<file path="config.mk">
export PLATFORM = sky130hd
export DESIGN_NAME = apb_master_bridge
export DESIGN_NICKNAME = d
export VERILOG_FILES = /design/src/rtl/apb_master_bridge.sv
export SDC_FILE = /design/constraint.sdc
export NUM_CORES = 1
export LEC_CHECK = 0
export BUFFER_PORTS_ARGS = -buffer_cell sky130_fd_sc_hd__buf_2
export CAP_MARGIN = 40
export CORE_ASPECT_RATIO = 0.75
export CORE_MARGIN = 10
export CORE_UTILIZATION = 45
export DETAILED_ROUTE_END_ITERATION = 10
export PLACE_DENSITY = 0.86
export SKIP_CTS_REPAIR_TIMING = 1
export SLEW_MARGIN = 20
export SYNTH_ARGS = -nofsm -noshare
export SYNTH_HDL_FRONTEND = slang
export SYNTH_SLANG_ARGS = --single-unit
</file>
<file path="constraint.sdc">
create_clock -name PCLK -period 4.4 [get_ports PCLK]
set_input_delay 0.88 -clock PCLK [delete_from_list [all_inputs] [get_ports PCLK]]
set_output_delay 0.88 -clock PCLK [all_outputs]
set_load 0.01 [all_outputs]
</file>
<file path="src/rtl/apb_master_bridge.sv">
`timescale 1ns/1ps
`default_nettype none
// ============================================================================
// Module   : apb_master_bridge
// Purpose  : Single-outstanding command/response port to APB requester, with
//            an optional ACCESS-phase wait timeout.
// Revision : 1.0 - initial release
// ============================================================================
module apb_master_bridge #(
    parameter int AW      = 32,
    parameter int DW      = 32,
    parameter int SW      = 4,
    parameter int TIMEOUT = 16
) (
    input  logic          PCLK,
    input  logic          PRESETn,

    input  logic          cmd_valid,
    output logic          cmd_ready,
    input  logic [AW-1:0] cmd_addr,
    input  logic          cmd_write,
    input  logic [DW-1:0] cmd_wdata,
    input  logic [SW-1:0] cmd_strb,

    output logic          rsp_valid,
    input  logic          rsp_ready,
    output logic [DW-1:0] rsp_rdata,
    output logic          rsp_slverr,
    output logic          rsp_timeout,

    output logic          PSEL,
    output logic          PENABLE,
    output logic [AW-1:0] PADDR,
    output logic [2:0]    PPROT,
    output logic          PNSE,
    output logic          PWRITE,
    output logic [DW-1:0] PWDATA,
    output logic [SW-1:0] PSTRB,
    input  logic [DW-1:0] PRDATA,
    input  logic          PREADY,
    input  logic          PSLVERR
);

    localparam logic [1:0] c_ST_IDLE   = 2'd0;
    localparam logic [1:0] c_ST_SETUP  = 2'd1;
    localparam logic [1:0] c_ST_ACCESS = 2'd2;
    localparam logic [1:0] c_ST_RESP   = 2'd3;

    // The counter only needs to reach TIMEOUT-1: the abort fires on the stall
    // cycle that would take it to TIMEOUT.
    localparam int              c_WW        = (TIMEOUT > 1) ? $clog2(TIMEOUT) : 1;
    localparam logic            c_TO_EN     = (TIMEOUT > 0);
    localparam logic [c_WW-1:0] c_WAIT_LAST = c_WW'((TIMEOUT > 0) ? TIMEOUT - 1 : 0);

    logic [1:0]      r_state;
    logic            r_cmd_ready;
    logic            r_psel;
    logic            r_penable;
    logic [AW-1:0]   r_paddr;
    logic            r_pwrite;
    logic [DW-1:0]   r_pwdata;
    logic [SW-1:0]   r_pstrb;
    logic            r_rsp_valid;
    logic [DW-1:0]   r_rsp_rdata;
    logic            r_rsp_slverr;
    logic            r_rsp_timeout;
    logic [c_WW-1:0] r_wait;

    always_ff @(posedge PCLK or negedge PRESETn) begin
        if (!PRESETn) begin
            r_state       <= c_ST_IDLE;
            r_cmd_ready   <= 1'b0;
            r_psel        <= 1'b0;
            r_penable     <= 1'b0;
            r_paddr       <= '0;
            r_pwrite      <= 1'b0;
            r_pwdata      <= '0;
            r_pstrb       <= '0;
            r_rsp_valid   <= 1'b0;
            r_rsp_rdata   <= '0;
            r_rsp_slverr  <= 1'b0;
            r_rsp_timeout <= 1'b0;
            r_wait        <= '0;
        end else begin
            case (r_state)
                c_ST_IDLE: begin
                    if (r_cmd_ready && cmd_valid) begin
                        r_cmd_ready <= 1'b0;
                        r_psel      <= 1'b1;
                        r_penable   <= 1'b0;
                        r_paddr     <= cmd_addr;
                        r_pwrite    <= cmd_write;
                        r_pwdata    <= cmd_write ? cmd_wdata : '0;
                        r_pstrb     <= cmd_write ? cmd_strb  : '0;
                        r_state     <= c_ST_SETUP;
                    end else begin
                        r_cmd_ready <= 1'b1;
                    end
                end

                c_ST_SETUP: begin
                    r_penable <= 1'b1;
                    r_wait    <= '0;
                    r_state   <= c_ST_ACCESS;
                end

                c_ST_ACCESS: begin
                    // A completing PREADY wins over a timeout in the same cycle.
                    if (PREADY) begin
                        r_psel        <= 1'b0;
                        r_penable     <= 1'b0;
                        r_rsp_valid   <= 1'b1;
                        r_rsp_rdata   <= r_pwrite ? '0 : PRDATA;
                        r_rsp_slverr  <= PSLVERR;
                        r_rsp_timeout <= 1'b0;
                        r_state       <= c_ST_RESP;
                    end else if (c_TO_EN && (r_wait == c_WAIT_LAST)) begin
                        r_psel        <= 1'b0;
                        r_penable     <= 1'b0;
                        r_rsp_valid   <= 1'b1;
                        r_rsp_rdata   <= '0;
                        r_rsp_slverr  <= 1'b1;
                        r_rsp_timeout <= 1'b1;
                        r_state       <= c_ST_RESP;
                    end else if (c_TO_EN) begin
                        r_wait <= r_wait + 1'b1;
                    end
                end

                c_ST_RESP: begin
                    if (rsp_ready) begin
                        r_rsp_valid <= 1'b0;
                        r_cmd_ready <= 1'b1;
                        r_state     <= c_ST_IDLE;
                    end
                end

                default: begin
                    r_state <= c_ST_IDLE;
                end
            endcase
        end
    end

    assign cmd_ready   = r_cmd_ready;
    assign rsp_valid   = r_rsp_valid;
    assign rsp_rdata   = r_rsp_rdata;
    assign rsp_slverr  = r_rsp_slverr;
    assign rsp_timeout = r_rsp_timeout;
    assign PSEL        = r_psel;
    assign PENABLE     = r_penable;
    assign PADDR       = r_paddr;
    assign PPROT       = 3'b000;
    assign PNSE        = 1'b0;
    assign PWRITE      = r_pwrite;
    assign PWDATA      = r_pwdata;
    assign PSTRB       = r_pstrb;

endmodule
`default_nettype wire

</file>
Word-level counts from Yosys, hierarchy flattened
Index checks and enable logic that the tools add are counted.
{"block": "op_classes", "magnitude_cmp": 0, "reduce_logical": 16, "n_bitwise": 0, "n_mux": 28, "mul": 0, "div_mod_pow": 0, "eq_ne": 9, "add_sub_neg": 1, "shift": 0}
{"cell": "two-way mux 32 bit", "n": 4}
{"cell": "AND reduction 3 bit", "n": 5}
{"cell": "two-way mux 4 bit", "n": 3}
{"cell": "two-way mux 1 bit", "n": 11}
{"cell": "nonzero test 2 bit", "n": 5}
{"cell": "two-way mux 2 bit", "n": 4}
{"cell": "inequality test 2 bit, second input constant", "n": 4}
{"cell": "case mux 2 bit (4 select lines)", "n": 1}
{"cell": "case mux 4 bit (2 select lines)", "n": 1}
{"cell": "case mux 1 bit (2 select lines)", "n": 3}
{"cell": "AND reduction 2 bit", "n": 3}
{"cell": "adder 4 x 1 -> 4 bit, second input constant", "n": 1}
{"cell": "== test 2 bit, second input constant", "n": 2}
{"cell": "== test 4 bit, second input constant", "n": 1}
{"cell": "inequality test 3 bit, second input constant", "n": 1}
{"cell": "case mux 1 bit (3 select lines)", "n": 1}
{"cell": "nonzero test 3 bit", "n": 1}
{"cell": "== test 2 x 1 -> 1 bit, second input constant", "n": 1}
{"cell": "logical NOT 2 bit", "n": 1}
{"cell": "logical AND 1 bit", "n": 1}
{"block": "word_totals", "input_bits": 107, "mem_bits_ro": 0, "latch_bits": 0, "out_inout_bits": 111, "memories": 0, "ramBits": 0, "word_cells": 67, "register_bits": 113}

Depth between registers and ports, before layout
Gate-level depths: netlist of run 1.
{"block": "depth", "word_depth": 4, "ltp_mapped": 7, "mapped_depth_nobuf": 5}

Worst setup path after synthesis of run 1
OpenSTA, ideal clock, no wires.
{"block": "synth_timing", "path_kind": "input port to flip-flop", "start": "input port cmd_valid", "end": "register r_paddr[10], in the netlist PADDR[10]", "arrival_time_ns": 1.534, "setup_time_ns": 0.125, "path_stages": 3, "slack_ns": 2.741, "t_required_ns": 4.275, "n_path_buf": 1, "path_cell_list": "nand3_2 buf_2 mux2_2"}
{"block": "synth_via", "elab_chain_len": 2}
{"item": "from (decl)", "line_no": "18", "text": "input logic cmd_valid,"}
{"item": "logical AND 1 bit", "line_no": "87", "text": "if (r_cmd_ready && cmd_valid) begin"}
{"item": "AND reduction 2 bit (no source line)"}
{"item": "to (signal assigned)", "line_no": "91", "text": "r_paddr <= cmd_addr;"}
{"item": "to (decl)", "line_no": "59", "text": "logic [AW-1:0] r_paddr;"}
Every way passes these cells.
A chain may end at the register's enable or synchronous reset.

Worst setup path after layout of run 1
{"block": "layout_timing", "start": "register r_state[0]", "end": "register r_rsp_rdata[16], in the netlist rsp_rdata[16]"}
{"block": "layout_via", "elab_chain_len": 2}
{"item": "from (decl)", "line_no": "55", "text": "logic [1:0] r_state;"}
{"item": "from (signal assigned)", "line_no": "71", "text": "r_state <= c_ST_IDLE;"}
{"item": "from (signal assigned)", "line_no": "95", "text": "r_state <= c_ST_SETUP;"}
{"item": "from (signal assigned)", "line_no": "104", "text": "r_state <= c_ST_ACCESS;"}
{"item": "== test 2 bit", "line_no": "85", "text": "case (r_state)"}
{"item": "AND reduction 2 bit (no source line)"}
{"item": "to (signal assigned)", "line_no": "113", "text": "r_rsp_rdata <= r_pwrite ? '0 : PRDATA;"}
{"item": "to (decl)", "line_no": "64", "text": "logic [DW-1:0] r_rsp_rdata;"}
Every way passes these cells.

==> metrics.yaml, run 1 <==
clk_latency_ns: 0.39
worst_pin_slew_ns: 0.820
dp.cells: 695
areaGrowthSynthToFinish_pct: 38.9
slew_headroom_pct: 45.1
htree_levels: 4
drt_iter0_drc: 201
vias: 3571
rsz0062_at_grt: "false"
cts_tree: "done"
core_area_mm2: 0.00970
hold_path_class: "in2async"
worst_setup_path_end_kind: "flop"
routed_wl_um: 12400
start_util_pct: 46.3
ios: 218
final_cell_count_no_fill: 725
min_period_over_period_pct: 45.7
drv_slew: 0
total_leakage_power_nw: 3.31
hold_viol: 0
ir_drop_mv: 0.388
arrival_ns: 2.34
cts_sinks: 113
grt_max_degree: 79
rows: 31
synth_cell_types: 36
critPathLaunchType: "flop"
synth-seq-cells: 113
max_cap_violations: 0
antenna_found_initial: 0
antenna_left: 0
wire_per_inst_um: 17.2
place_congestion: 0.811
finalSetupViolCount: 0
dieWidth_um: 135
drc: 0
grt_use_total_pct: 17.0
rr_endpoint: "rsp_rdata[16]"
yosysSeqAreaShare_pct: 63.0
p_per_area_mw_per_mm2: 753
synth_top_area_share_pct: 63.0
first_global_vias: 3820
diodes: 0
fin_skew_ns: 0.0103
path_class: "reg2reg"
clk_path_buf_depth: 2
layout.nets: 694
hpwl_um: 9420
fin_setup_tns_ns: 0
cts-root-buf: "clkbuf_16"
fin_area_mm2: 0.00623
reg2reg_from: "r_state[0]"
syn_area_mm2: 0.00449
r2r_slack_ns: 2.39
first_pass_iters: 4
synth_warnings: 0
max_freq_mhz: 497
dp_slack_ns: 2.35
syn_inst: 368
fin_ws_ns: 2.39
status: "finished, final reports clean"
grt_pass1_wl_um: 19800
avgSynthCellArea_um2: 12.2
die_area_mm2: 0.0144
post_dp_cell_area_mm2: 0.00566
drive_above_1_share_pct: 49.1
fp.dieH_um: 106
clkSlewWorstSetupHoldPaths_ns: 0.06
vias_per_cell: 4.93
path_max_fanout: 22
required_ns: 4.72
reg2reg_depth: 6
synth.top_cells.by_area: "dfrtp_1, mux2_2, nand2_1"
io_buffers: 213
grt-ovfl-total: 0
min_period_ns: 2.01
cts_made_buffers: 17
synth_top_area_cell: "dfrtp_1"
## metal layers
| layer | routed length [um] | share of wire, % | vias to the layer above | GRT usage, % |
|---|---|---|---|---|
| li1 | - | - | 1701 | - |
| met1 | 4790 | 38 | 1708 | 18.6 |
| met2 | 6170 | 50 | 147 | 28.3 |
| met3 | 1350 | 11 | 15 | 8.33 |
| met4 | 136 | 1.1 | 0 | 5.98 |
| met5 | 0 | 0 | - | 0 |
## per-stage QoR
stage | util (%) | power [mW] | hold WS [ns]
4_1_cts | 64.3 | 4.76 | 0.392
3_3_place_gp | 57.7 | 3.32 | 0.457
6_report | 64.3 | 4.69 | 0.397
3_5_place_dp | 58.4 | 3.42 | 0.465
2_1_floorplan | - | 2.69 | 0.473
5_1_grt | 64.3 | 4.99 | 0.406
## flip-flops by register name, summed over array words and instances (netlist names), 2 cells and up
register and cells:
r_state 2, r_wait 4, PWDATA 32, rsp_rdata 32, PSTRB 4, PADDR 32
## cells in the mapped netlist (all sizes together)
cell,count
nor2b,4
a21boi,2
buf,20
nor2,2
ha,5
a31o,1
mux2,35
clkbuf,6
dfrtp,113
conb,1
a41oi,1
nand4b,1
inv,6
a21oi,6
o21ai,41
nand2b,1
nand2,77
a31oi,1
o22ai,1
and2b,1
nand3,2
a22o,32
mux2i,1
and3,2
o32a,1
a211oi,4
o21bai,1
## layout by cell type (no fill, tap or decap), types with 3 or more instances in the layout
cell type  netlist  layout
a211oi_1         3       3
clkbuf_16        0      17
clkinv_2         0       4
mux2_2          35      35
nand2_1         77      77
dfrtp_1        113     113
conb_1           1       4
a21oi_1          6       6
o21ai_0         40      40
nor2b_1          3       3
inv_1            6       6
ha_1             5       5
buf_4            7       3
a22o_1          32      32
buf_2            9     212
## logic make-up (layout without fill, tap and decap cells)
family | count (synthesis) | count (layout) | synth area share (%)
AO/OA/AOI/OAI | 91 | 91 | 13.9
adder cells (fa/ha/maj) | 5 | 5 | 1.39
buffers and inverters | 32 | 254 | 4.02
flip-flops | 113 | 113 | 63.0
multiplexers | 36 | 36 | 9.01
other | 1 | 4 | 0.0836
AND/OR/NAND/NOR | 90 | 90 | 8.56
## cell type report
class | instances | area, um^2
clock buffer | 20 | 457
clock inverter | 10 | 113
fill | 750 | 3460
inverter | 6 | 22.5
multi-input combinational | 226 | 1500
sequential | 113 | 2830
tap | 132 | 165
timing repair buffer | 218 | 1150
## worst max-delay path by stage
stage                          start       endpoint  cells past startpoint
after floorplan            cmd_valid      PADDR[10]                      3
after detailed placement      PREADY  rsp_rdata[16]                      5
after global placement     cmd_valid      PADDR[30]                      4
after CTS                 r_state[0]  rsp_rdata[16]                      6
after global routing      r_state[0]  rsp_rdata[28]                      6
final                     r_state[0]  rsp_rdata[16]                      6
## where the power goes
part	total (mW)	switching (mW)	internal, mW
logic	1.62	0.851	0.764
clock network	1.30	0.446	0.853
registers	1.78	0.267	1.51
## worst max-delay path, cell delays in order (launching register included)
cell and delay, ns:
dfrtp_1 0.42, inv_1 0.10, ha_1 0.44, nand2_1 0.15
nor2_2 0.38, buf_6 0.27, a22o_1 0.18
Note: power is estimated with default switching activity, not from simulation.
==> inputs of run 2 (changes only) <==
--- a/config.mk
+++ b/config.mk
@@ -9,9 +9,9 @@
 export CAP_MARGIN = 40
 export CORE_ASPECT_RATIO = 0.75
 export CORE_MARGIN = 10
-export CORE_UTILIZATION = 45
+export CORE_UTILIZATION = 41
 export DETAILED_ROUTE_END_ITERATION = 10
-export PLACE_DENSITY = 0.86
+export PLACE_DENSITY = 0.83
 export SKIP_CTS_REPAIR_TIMING = 1
 export SLEW_MARGIN = 20
 export SYNTH_ARGS = -nofsm -noshare
==> constraint.sdc (replaced) <==
create_clock -name PCLK -period 1.7 [get_ports PCLK]
set_input_delay 0.34 -clock PCLK [delete_from_list [all_inputs] [get_ports PCLK]]
set_output_delay 0.34 -clock PCLK [all_outputs]
set_load 0.01 [all_outputs]
==> metrics.yaml, run 2 (synthesized netlist as in run 1, its figures left out) <==
path_max_fanout: 11  # -50%
worst_pin_slew_ns: 0.628  # -0.192 ns
seq_power_share_pct: 36.7  # -1.2 points
final_cell_count_no_fill: 739  # +1.9%
min_period_ns: 1.66  # -0.347 ns
final_cell_mix: "buf_2, dfrtp_1, nand2_1"
required_ns: 1.97  # -2.75 ns
clkSlewWorstSetupHoldPaths_ns: 0.06  # about the same
io_buffers: 213  # unchanged
clkPwrFrac_pct: 27.1  # -0.6 points
drv_slew: 0  # unchanged
layout_commonest_cell: "buf_2"
hpwl_um: 9770  # +3.8%
fin_util_pct: 60.9  # -3.4 points
diodes: 0  # unchanged
fin_ws_ns: 0.0359  # -2.35 ns
antenna_found_initial: 0  # unchanged
core_area_mm2: 0.0105  # +8.2%
total_leakage_power_nw: 3.37  # +1.9%
fp.dieH_um: 111  # +3.9%
layout.nets: 704  # +1.4%
p_per_area_mw_per_mm2: 1950  # +160%
critPathLaunchType: "flop"
internal-power_mw: 8.31  # +170%
max_freq_mhz: 601  # +21%
p_comb_share_pct: 36.2  # +1.8 points
grt_use_total_pct: 15.9  # -1.1 points
grt_pass1_wl_um: 20200  # +2.2%
path_class: "reg2reg"
clk_latency_ns: 0.39  # about the same
antenna_left: 0  # unchanged
cts_tree: "done"
grt_max_degree: 54  # -32%
slew_headroom_pct: 58.2  # +13 points
rows: 32  # +3.2%
power.total_mw: 12.5  # +170%
place_congestion: 0.819  # +0.95%
hold_viol: 0  # unchanged
hold_path_class: "in2reg"
cts-root-buf: "clkbuf_16"
min_period_over_period_pct: 97.9  # +52 points
first_pass_iters: 4  # unchanged
p_sw_mw: 4.16  # +170%
routed_wl_um: 12900  # +3.6%
fin_setup_tns_ns: 0  # unchanged
fin_skew_ns: 0.00723  # -0.00304 ns
dp_slack_ns: -0.0250  # -2.38 ns
vias: 3578  # +0.20%
ir_drop_mv: 1.11  # +190%
finalSetupViolCount: 0  # unchanged
cts_sinks: 113  # unchanged
arrival_ns: 1.93  # -0.41 ns
htree_levels: 4  # unchanged
areaGrowthSynthToFinish_pct: 42.3
first_global_vias: 3732  # -2.3%
status: "finished, final reports clean"
die_area_mm2: 0.0156  # +8.1%
start_util_pct: 42.8  # -3.5 points
grt-ovfl-total: 0  # unchanged
drt_iter0_drc: 169  # -16%
ios: 218  # unchanged
holdWs_ns: 0.169  # -0.228 ns
clk_path_buf_depth: 2  # unchanged
worst_setup_path_end_kind: "flop"
drive_above_1_share_pct: 50.6  # +1.5 points
cts_made_buffers: 17  # unchanged
max_cap_violations: 0  # unchanged
vias_per_cell: 4.84  # -1.7%
dp.cells: 707  # +1.7%
switching_share_pct: 33.4  # +0.050 points
fin_area_mm2: 0.00638  # +2.4%
post_dp_cell_area_mm2: 0.00575  # +1.6%
dieWidth_um: 141  # +4.1%
wire_per_inst_um: 17.4  # +1.6%
drc: 0  # unchanged
-- run 2: changes by cell type in the layout (fill, tap and decap cells not counted), sizes merged --
cell,before,now
buf,218,227
dlygate4sd3,0,1
-- run 2: cell type report --
cell class | instances | area (um^2)
sequential | 113 | 2830
multi-input combinational | 226 | 1540
fill | 843 | 4110
tap | 136 | 170
clock inverter | 10 | 113
inverter | 6 | 22.5
timing repair buffer | 228 | 1260
clock buffer | 20 | 457
-- run 2: final timing paths --
kind	start	end	slack (ns)	cells past startpoint
worst max-delay path	r_state[0]	r_state[1]	0.04	6
worst min-delay path	PRDATA[5]	rsp_rdata[5]	0.17	2
worst max register to register	r_state[0]	r_state[1]	0.04	6
worst min register to register	PWDATA[18]	PWDATA[18]	0.48	2
max in group asynchronous	PRESETn	PADDR[10]	0.79	3
min in group asynchronous	PRESETn	PADDR[26]	0.35	2
-- run 2: per-layer routing --
metal,part of all wire (%),track usage [%]
met4,0.87,4.44
met2,49,26.2
met3,9.2,7.48
met5,0,0
met1,41,18.0
-- run 2: critical path, stage by stage (launching register included) --
cell and delay [ns]:
dfrtp_1 0.34, inv_1 0.06, ha_2 0.19, buf_6 0.14
nor2b_4 0.15, a211oi_2 0.33, mux2_4 0.33
-- run 2: power by group through the flow --
stage / clock network [mW] / logic [mW] / registers, mW
floorplan: 0 / 1.84 / 5.11
global placement: 0 / 4.26 / 4.53
detailed placement: 0 / 4.45 / 4.59
CTS: 3.43 / 4.46 / 4.58
global route: 3.57 / 4.94 / 4.74
finish: 3.38 / 4.51 / 4.58
